$ cat config.mk
export PLATFORM = sky130hd
export DESIGN_NAME = spi_stream_peripheral
export DESIGN_NICKNAME = d
export VERILOG_FILES = /design/src/rtl/spi_stream_peripheral.sv
export SDC_FILE = /design/constraint.sdc
export NUM_CORES = 1
export LEC_CHECK = 0
export CAP_MARGIN = 25
export CORE_MARGIN = 2
export CORE_UTILIZATION = 35
export CTS_CLUSTER_SIZE = 12
export DETAILED_ROUTE_END_ITERATION = 8
export PLACE_DENSITY = 0.66
export SYNTH_ARGS = -nofsm -noshare
export SYNTH_HDL_FRONTEND = slang
export SYNTH_SLANG_ARGS = --single-unit
export TNS_END_PERCENT = 20
$ cat constraint.sdc
create_clock -name clk -period 1.9 [get_ports clk]
set_input_delay 0.38 -clock clk [delete_from_list [all_inputs] [get_ports clk]]
set_output_delay 0.38 -clock clk [all_outputs]
set_load 0.02 [all_outputs]
$ cat src/rtl/spi_stream_peripheral.sv
// SPI target for the OCR front end: receives fixed-length frames of DATA_W-bit
// words on COPI, streams them out over valid/ready, and replies full-duplex on
// CIPO from a tx valid/ready source. Supports all four SPI modes and either
// bit order, and aborts cleanly on early CS release or an SCLK timeout.
//
// Handshakes:
//   rx: a word transfers on any cycle where rx_valid && rx_ready. While rx_valid
//       is high and rx_ready low, rx_data holds; a word landing then is dropped
//       and flagged in overflow.
//   tx: tx_ready is a combinational one-cycle pulse marking the cycle in which
//       tx_data is captured (only when tx_valid is high); a load with tx_valid
//       low sends zeros and flags underrun.
module spi_stream_peripheral #(
    parameter int DATA_W         = 8,
    parameter int FRAME_WORDS    = 113,
    parameter int CPOL           = 0,
    parameter int CPHA           = 0,
    parameter int MSB_FIRST      = 1,
    parameter int TIMEOUT_CYCLES = 10000
) (
    input  logic                               clk,
    input  logic                               rst,
    input  logic                               sclk,
    input  logic                               copi,
    input  logic                               cs_n,
    output logic                               cipo,
    output logic                               cipo_oe,
    input  logic                               rx_enable,
    output logic [DATA_W-1:0]                  rx_data,
    output logic                               rx_valid,
    input  logic                               rx_ready,
    input  logic [DATA_W-1:0]                  tx_data,
    input  logic                               tx_valid,
    output logic                               tx_ready,
    output logic [$clog2(FRAME_WORDS+1)-1:0]   word_count,
    output logic                               frame_done,
    output logic                               frame_abort,
    output logic                               overflow,
    output logic                               underrun
);

    localparam int   CW       = $clog2(FRAME_WORDS + 1);
    localparam int   BW       = $clog2(DATA_W);
    localparam int   TW       = $clog2(TIMEOUT_CYCLES + 1);
    localparam logic IDLE_LVL = (CPOL != 0);
    localparam logic PHA      = (CPHA != 0);
    localparam logic MSB      = (MSB_FIRST != 0);

    typedef enum logic [1:0] {
        S_IDLE   = 2'd0,
        S_ACTIVE = 2'd1,
        S_DONE   = 2'd2,
        S_ABORT  = 2'd3
    } state_t;

    // [0] first sync stage, [1] synchronised value, [2] history for edge detect
    logic [2:0] sclk_sync_q, copi_sync_q, cs_sync_q;
    logic [1:0] prime_q;

    state_t            state_q, state_d;
    logic [BW-1:0]     bit_cnt_q, bit_cnt_d;
    logic [CW-1:0]     word_cnt_q, word_cnt_d;
    logic [DATA_W-1:0] rx_sr_q, rx_sr_d;
    logic [DATA_W-1:0] tx_sr_q, tx_sr_d;
    logic [DATA_W-1:0] rx_data_q, rx_data_d;
    logic              rx_valid_q, rx_valid_d;
    logic              overflow_q, overflow_d;
    logic              underrun_q, underrun_d;
    logic              frame_done_q, frame_done_d;
    logic              frame_abort_q, frame_abort_d;
    logic [TW-1:0]     tmo_q, tmo_d;

    logic              lead_edge, trail_edge, sample_edge, shift_edge, any_edge;
    logic              cs_fall, cs_rise, cs_high, copi_s;
    logic [DATA_W-1:0] rx_shifted, tx_shifted;
    logic              tmo_hit, tx_load, frame_complete;

    assign lead_edge   = (sclk_sync_q[2] == IDLE_LVL) && (sclk_sync_q[1] != IDLE_LVL);
    assign trail_edge  = (sclk_sync_q[2] != IDLE_LVL) && (sclk_sync_q[1] == IDLE_LVL);
    assign sample_edge = PHA ? trail_edge : lead_edge;
    assign shift_edge  = PHA ? lead_edge : trail_edge;
    assign any_edge    = lead_edge || trail_edge;
    assign cs_fall     = cs_sync_q[2] && !cs_sync_q[1];
    assign cs_rise     = !cs_sync_q[2] && cs_sync_q[1];
    assign cs_high     = cs_sync_q[1];
    // COPI is stable around the sample edge, so the history stage is safe to use
    assign copi_s      = copi_sync_q[2];

    assign rx_shifted = MSB ? {rx_sr_q[DATA_W-2:0], copi_s} : {copi_s, rx_sr_q[DATA_W-1:1]};
    assign tx_shifted = MSB ? {tx_sr_q[DATA_W-2:0], 1'b0} : {1'b0, tx_sr_q[DATA_W-1:1]};
    assign tmo_hit    = (state_q == S_ACTIVE) && !any_edge && (tmo_q == TW'(TIMEOUT_CYCLES - 1));

    // Synchronise the asynchronous SPI pins; cs idles high, sclk idles at CPOL
    always_ff @(posedge clk or posedge rst) begin
        if (rst) begin
            sclk_sync_q <= {3{IDLE_LVL}};
            copi_sync_q <= 3'b000;
            cs_sync_q   <= 3'b111;
        end else begin
            sclk_sync_q <= {sclk_sync_q[1:0], sclk};
            copi_sync_q <= {copi_sync_q[1:0], copi};
            cs_sync_q   <= {cs_sync_q[1:0], cs_n};
        end
    end

    // Count sync fill after reset so a cs_n already low is not seen as a new frame
    always_ff @(posedge clk or posedge rst) begin
        if (rst) begin
            prime_q <= 2'd0;
        end else if (prime_q != 2'd3) begin
            prime_q <= prime_q + 2'd1;
        end
    end

    // State and datapath registers
    always_ff @(posedge clk or posedge rst) begin
        if (rst) begin
            state_q       <= S_IDLE;
            bit_cnt_q     <= '0;
            word_cnt_q    <= '0;
            rx_sr_q       <= '0;
            tx_sr_q       <= '0;
            rx_data_q     <= '0;
            rx_valid_q    <= 1'b0;
            overflow_q    <= 1'b0;
            underrun_q    <= 1'b0;
            frame_done_q  <= 1'b0;
            frame_abort_q <= 1'b0;
            tmo_q         <= '0;
        end else begin
            state_q       <= state_d;
            bit_cnt_q     <= bit_cnt_d;
            word_cnt_q    <= word_cnt_d;
            rx_sr_q       <= rx_sr_d;
            tx_sr_q       <= tx_sr_d;
            rx_data_q     <= rx_data_d;
            rx_valid_q    <= rx_valid_d;
            overflow_q    <= overflow_d;
            underrun_q    <= underrun_d;
            frame_done_q  <= frame_done_d;
            frame_abort_q <= frame_abort_d;
            tmo_q         <= tmo_d;
        end
    end

    // Next-state, shift registers, word hand-off, TX loads and abort handling
    always_comb begin
        state_d        = state_q;
        bit_cnt_d      = bit_cnt_q;
        word_cnt_d     = word_cnt_q;
        rx_sr_d        = rx_sr_q;
        tx_sr_d        = tx_sr_q;
        rx_data_d      = rx_data_q;
        rx_valid_d     = rx_valid_q;
        overflow_d     = overflow_q;
        underrun_d     = underrun_q;
        frame_done_d   = 1'b0;
        frame_abort_d  = 1'b0;
        tx_load        = 1'b0;
        frame_complete = 1'b0;
        tmo_d          = ((state_q == S_ACTIVE) && !any_edge) ? tmo_q + TW'(1) : '0;

        // Consumer accepted the current word; a word landing below overrides this
        if (rx_valid_q && rx_ready) begin
            rx_valid_d = 1'b0;
        end

        case (state_q)
            S_IDLE: begin
                if (cs_fall) begin
                    if (rx_enable && (prime_q == 2'd3)) begin
                        state_d    = S_ACTIVE;
                        bit_cnt_d  = '0;
                        word_cnt_d = '0;
                        rx_sr_d    = '0;
                        overflow_d = 1'b0;
                        underrun_d = 1'b0;
                        // CPHA=0 needs the first bit on CIPO before the first edge
                        tx_load    = !PHA;
                    end else begin
                        state_d = S_ABORT;
                    end
                end
            end
            S_ACTIVE: begin
                if (sample_edge) begin
                    rx_sr_d = rx_shifted;
                    if (bit_cnt_q == BW'(DATA_W - 1)) begin
                        bit_cnt_d  = '0;
                        word_cnt_d = word_cnt_q + CW'(1);
                        if (!rx_valid_q || rx_ready) begin
                            rx_data_d  = rx_shifted;
                            rx_valid_d = 1'b1;
                        end else begin
                            overflow_d = 1'b1;
                        end
                        frame_complete = (word_cnt_q == CW'(FRAME_WORDS - 1));
                    end else begin
                        bit_cnt_d = bit_cnt_q + BW'(1);
                    end
                end
                // bit_cnt==0 on a shift edge marks the TX word boundary in both phases
                if (shift_edge) begin
                    if (bit_cnt_q == '0) begin
                        tx_load = 1'b1;
                    end else begin
                        tx_sr_d = tx_shifted;
                    end
                end
                if (frame_complete) begin
                    state_d = S_DONE;
                end else if (cs_rise) begin
                    frame_abort_d = 1'b1;
                    state_d       = S_IDLE;
                end else if (tmo_hit) begin
                    frame_abort_d = 1'b1;
                    state_d       = S_ABORT;
                end
            end
            S_DONE: begin
                if (cs_high) begin
                    frame_done_d = 1'b1;
                    state_d      = S_IDLE;
                end
            end
            S_ABORT: begin
                if (cs_high) begin
                    state_d = S_IDLE;
                end
            end
            default: state_d = S_IDLE;
        endcase

        if (tx_load) begin
            if (tx_valid) begin
                tx_sr_d = tx_data;
            end else begin
                tx_sr_d    = '0;
                underrun_d = 1'b1;
            end
        end
    end

    assign cipo        = (state_q == S_ACTIVE) && (MSB ? tx_sr_q[DATA_W-1] : tx_sr_q[0]);
    assign cipo_oe     = (state_q == S_ACTIVE);
    assign tx_ready    = tx_load && tx_valid;
    assign rx_data     = rx_data_q;
    assign rx_valid    = rx_valid_q;
    assign word_count  = word_cnt_q;
    assign frame_done  = frame_done_q;
    assign frame_abort = frame_abort_q;
    assign overflow    = overflow_q;
    assign underrun    = underrun_q;

endmodule

-- Word-level counts from Yosys, hierarchy flattened
Cells that the tools add are included.
- memories: 0
- bits in read-only memories: 0
- word-level logic and storage cells: 123
- bits in registers: 65
- output and inout bits: 23
- bits in latches: 0
- input bits: 16
- memory bits (writable): 0
- $lt $le $gt $ge: 0
- div/mod/pow operators: 0
- multipliers: 0
- bitwise gates (word level): 2
- reductions and logical operators: 28
- shift operators: 0
- eq/ne operators: 16
- add/sub/neg operators: 4
- multiplexer cells: 57
- operators by type and width (cell ; count):
    $mux 7 ; 7
    $mux 8 ; 5
    $mux 1 ; 28
    $pmux 7 s2 ; 2
    $add 14x1->14 const B ; 1
    $eq 14x14->1 const B ; 1
    $mux 14 ; 1
    $mux 2 ; 6
    $mux 3 ; 4
    $logic_and 1x1->1 ; 10
    $ne 2x2->1 const B ; 5
    $reduce_and 4->1 ; 2
    $add 7x1->7 const B ; 1
    $eq 7x7->1 const B ; 1
    $eq 2x2->1 const B ; 3
    $ne 2x1->1 const B ; 3
    $pmux 2 s3 ; 1
    $pmux 3 s2 ; 1
    $reduce_and 3->1 ; 2
    $reduce_and 6->1 ; 1
    $reduce_bool 2->1 ; 3
    $reduce_and 5->1 ; 1
    $logic_not 1->1 ; 4
    $ne 4x1->1 const B ; 1
    10 further kinds ; 13

-- Depth between registers and ports, before layout
- word-level depth: 10
- gate-level depth with buffers: 7
- mapped depth without buffers: 6

-- Worst setup path after synthesis
Ideal clock, no wire load.
- path type: register -> output
- start: register cs_sync_q[2]
- end: output tx_ready
- arrival: 1556 ps
- cell stages (with the launch flop): 5
- data required time: 1520 ps
- path buffers: 1
- slack: -36 ps
- path through: dfstp_2 > or4b_1 > buf_2 > o22ai_4 > and2_4
- cells in the longest elaborated chain, start to end: 4
- RTL lines (element ; RTL line ; RTL):
    from (decl) ; 57 ; logic [2:0] sclk_sync_q, copi_sync_q, cs_sync_q;
    from (signal assigned) ; 102 ; cs_sync_q <= {cs_sync_q[1:0], cs_n};
    $logic_and 1x1->1 ; 83 ; assign cs_fall = cs_sync_q[2] && !cs_sync_q[1];
    $mux 1 ; 170 ; if (cs_fall) begin
    $pmux 1 s2 ; 168 ; case (state_q)
    $logic_and 1x1->1 ; 246 ; assign tx_ready = tx_load && tx_valid;
    to (decl) ; 34 ; output logic tx_ready,
No other way between the ends.

-- Worst setup path after layout
Ends and elaborated chain as after synthesis.

==> results.md <==
* Synthesis-to-layout area growth at 31.53%
* Vias in the first global route at roughly 2100
* Asr flop ratio synth at 1.000
* First-pass GRT wire length at between 9000 and 10000 µm
* WHS Endpoint: copi_sync_q[1]
* CP Launch Type: flop
* Worst setup margin at -277.9 ps
* Post-synthesis adder-cell area fraction at 0.03888
* Slew margin rel. at 0.7738
* Post-synth net total at a little under 300
* CP max stage cell: dfstp_2
* Post-route ant nets at 0
* HPWL Detailed at 3834 µm
* Post-Synth Simple-Gate Area at 0.1672
* HP Class: reg -> reg
* Final Non-Filler Cells at between 400 and 500
* Post-synthesis xor/xnor area fraction at 0.04838
* Core box area at 8134 µm²
* Fill cells at roughly 750
* Comb pwr share at 0.294
* Max Cap Viol at 0
* WL final at approximately 5500 µm
* Leakage at 1.653 nW
* Combinational family with the most area after synthesis: simple AND/OR/NAND/NOR gates
* Worst EP required at 1520 ps
* # IOs at 39
* DR DRC count at 0
* Violations in the final reports: setup timing
* Flop2flop setup slack at approximately 120 ps
* Worst slew pin tran at 339.3 ps
* Mux cell area share after synthesis at 0.03844
* Seq pwr share at 0.430
* Ys Warns at 0
* Synth area leaders: dfrtp_1 54%, ha_1 3.9%, mux2_2 3.5%
* Endpoint class of the critical path: output port
* P per Cell Area at roughly 1100 nW/µm²
* Worst EP arrival at 1800 ps
* Die height at between 90 and 100 µm
* Top cell type by total area after synthesis: dfrtp_1
* Final Cycle Share at 1.146
* Post-synth design cell area at ~2900 µm²
* Fin. Hold Viols at 0
* Status: finished with violations
* Share of power burned in the clock network at 0.276
* Setup TNS at -277.9 ps
* CTS tree: built
* Share of layout cells above drive strength 1 at 0.2124
* Max Root-Sink Buffers at 2
* Min Tclk post-route at 2178 ps
* Total power at 4.222 mW
* Initial core utilization at 0.3561
* Max VDD drop at roughly 0.00037 V
* Latest clock arrival within the worst-skew pair at about 330 ps
* Hold Path Depth at 0
* RSZ-0062 raised after global routing: yes
* Root buffer cell: clkbuf_8
* Switching Fraction at 0.3062
* Gr usage total at 0.1389
* Final setup vio count at 1
* Syn_area_per_cell at around 11 µm²
* Seq cells post-synth at 65
* Hold buffer count at cts at 0
* Most frequent cell after synthesis: dfrtp_1
* Number of synthesized flops with an enable pin at 0
* Int Pwr at between 2 and 3 mW
* Clock buffer count from CTS at 9
* Layout Skew at 6.746 ps
* Initial antenna violation count at 0
* Starting DRC count in detailed routing at 63
* Synth Flop Type: dfrtp_1
* Final core utilization at 0.4684
* # rows at 33
* Die Wd at 94.97 µm
* Min-delay src: copi_sync_q[0]
* Slowest stage delay, CP at ~520 ps
* Routed vias at around 2100
* Reg2reg start: cs_sync_q[2]
* Reg2Reg Depth at 4
* P_sw at roughly 1.3 mW
* GP Congestion at around 0.78
* Post-Place Cells at approximately 430
* Reg-to-reg endpoint: word_count[1]
* Antenna Cells at 0
* CP Class: reg -> out
* Synth unique cells at 42
* Sequential area share after synthesis at 0.5629
* GRT overflow at 0
* Wirelength per Cell at 12.29 µm
* Clock sink count at 65
* Crit-path cells: or4b_4 -> o22ai_4 -> and2_4 -> buf_6
* Largest net degree at the start of global routing at between 60 and 70
* Compound-Gate Fraction of Synth Area at 0.1002
* Synth cell count leaders: 62 x dfrtp_1, 23 x inv_1, 23 x nor2_1
* Worst-path fanout max at 2
* Mapped Cells at 267
* DRT Pass-1 Iters at 5
* H-tree depth at 3
* Port bufs at 38
* Maximum clock rate at ~460 MHz
* Nets@finish at 360
* Die ar. at approximately 9000 µm²
* CTS clk-pin slew, worst paths at ~70 ps
* Via-per-instance ratio at 4.725
* Post-synth top area share at 0.5356
* Fin. max-slew vios at 0
flip-flops by register name, summed over array words and instances (netlist names):
register and flops:
tmo_q 14, rx_data 8, tx_sr_q 8, rx_sr_q 7, word_count 7, bit_cnt_q 3
copi_sync_q 3, cs_sync_q 3, sclk_sync_q 3, prime_q 2, state_q 2, frame_abort 1
frame_done 1, overflow 1, rx_valid 1, underrun 1
worst max-delay path: cells and delay by family, from the launching register on:
family          cells  cell delay [ps]
compound gates      1              170
buf+inv             1              110
flops               1              520
simple gates        2              660
per-stage QoR:
stage / hold slack, ps / cell area, µm² / setup WS (ps)
after CTS: 352.0 / 3795 / -322.3
after global placement: 333.1 / 3576 / -477.7
after detailed placement: 335.8 / 3576 / -476.7
after floorplan: 331.2 / 2900 / -36.31
final: 348.7 / 3810 / -277.9
after global routing: 375.4 / 3810 / -346.1
layout by cell type (no fill, tap or decap), types with 7 or more instances in the layout:
cell type        synthesis  layout
o22ai_1                  7       7
clkdlybuf4s50_1          0      35
nand4_1                  7       7
nor2_1                  23      23
buf_4                    0      24
nand3_1                 14      14
nand2_1                 20      20
clkbuf_8                 0      11
dfrtp_1                 62      62
mux2_2                   9       9
xnor2_1                 10      10
inv_1                   23      22
o21ai_0                 12      12
ha_1                     9       9
a21oi_1                 12      12
layout make-up:
cell class / instances / area (µm²) / area share
clock buffer: 12 / 155.1 / 0.04072
clock inverter: 3 / 40.04 / 0.01051
inverter: 23 / 90.09 / 0.02365
multi-input combinational: 171 / 1154 / 0.3028
sequential: 65 / 1630 / 0.4279
tap: 105 / 131.4 / 0.03448
timing repair buffer: 65 / 609.3 / 0.1599
metal layers:
layer / up-vias / part of all wire / GRT usage
met5: - / 0 / 0
met4: 0 / 0.014 / 0.05797
met3: 9 / 0.034 / 0.03272
met2: 31 / 0.47 / 0.2134
met1: 1006 / 0.48 / 0.1887
li1: 1052 / - / -
what timing repair did:
item | in CTS | in global routing
pin swaps | 2 | 2
endpoints found under the setup margin | 3 | 12
resized for setup | 13 | 4
endpoints found under the hold margin | 0 | 0
setup buffers | 2 | 1
worst max path at each step:
stage                       from       end  slack [ps]  cells after the start
global route        cs_sync_q[2]  tx_ready        -350                      4
finish              cs_sync_q[2]  tx_ready        -280                      4
floorplan           cs_sync_q[2]  tx_ready         -40                      4
detailed placement  cs_sync_q[2]  tx_ready        -480                      4
global placement    cs_sync_q[2]  tx_ready        -480                      4
CTS                 cs_sync_q[2]  tx_ready        -320                      4
cells by family (layout without fill, tap and decap cells):
logic type                 Yosys count  after routing
muxes                               10             10
DFF                                 65             65
buffers and inverters               31            103
and+or+nand+nor                     94             94
AOI/OAI and AO/OA                   42             42
adders and majority gates            9              9
xor gates and xnor gates            16             16
power by group through the flow:
| stage | Sequential (mW) | Combinational, mW | Clock, mW |
|---|---|---|---|
| 2_1_floorplan | 1.93 | 0.598 | 0 |
| 3_3_place_gp | 1.83 | 1.21 | 0 |
| 3_5_place_dp | 1.84 | 1.23 | 0 |
| 4_1_cts | 1.82 | 1.24 | 1.20 |
| 5_1_grt | 1.86 | 1.39 | 1.26 |
| 6_report | 1.81 | 1.24 | 1.16 |
Power figures use the tool's default switching activity.
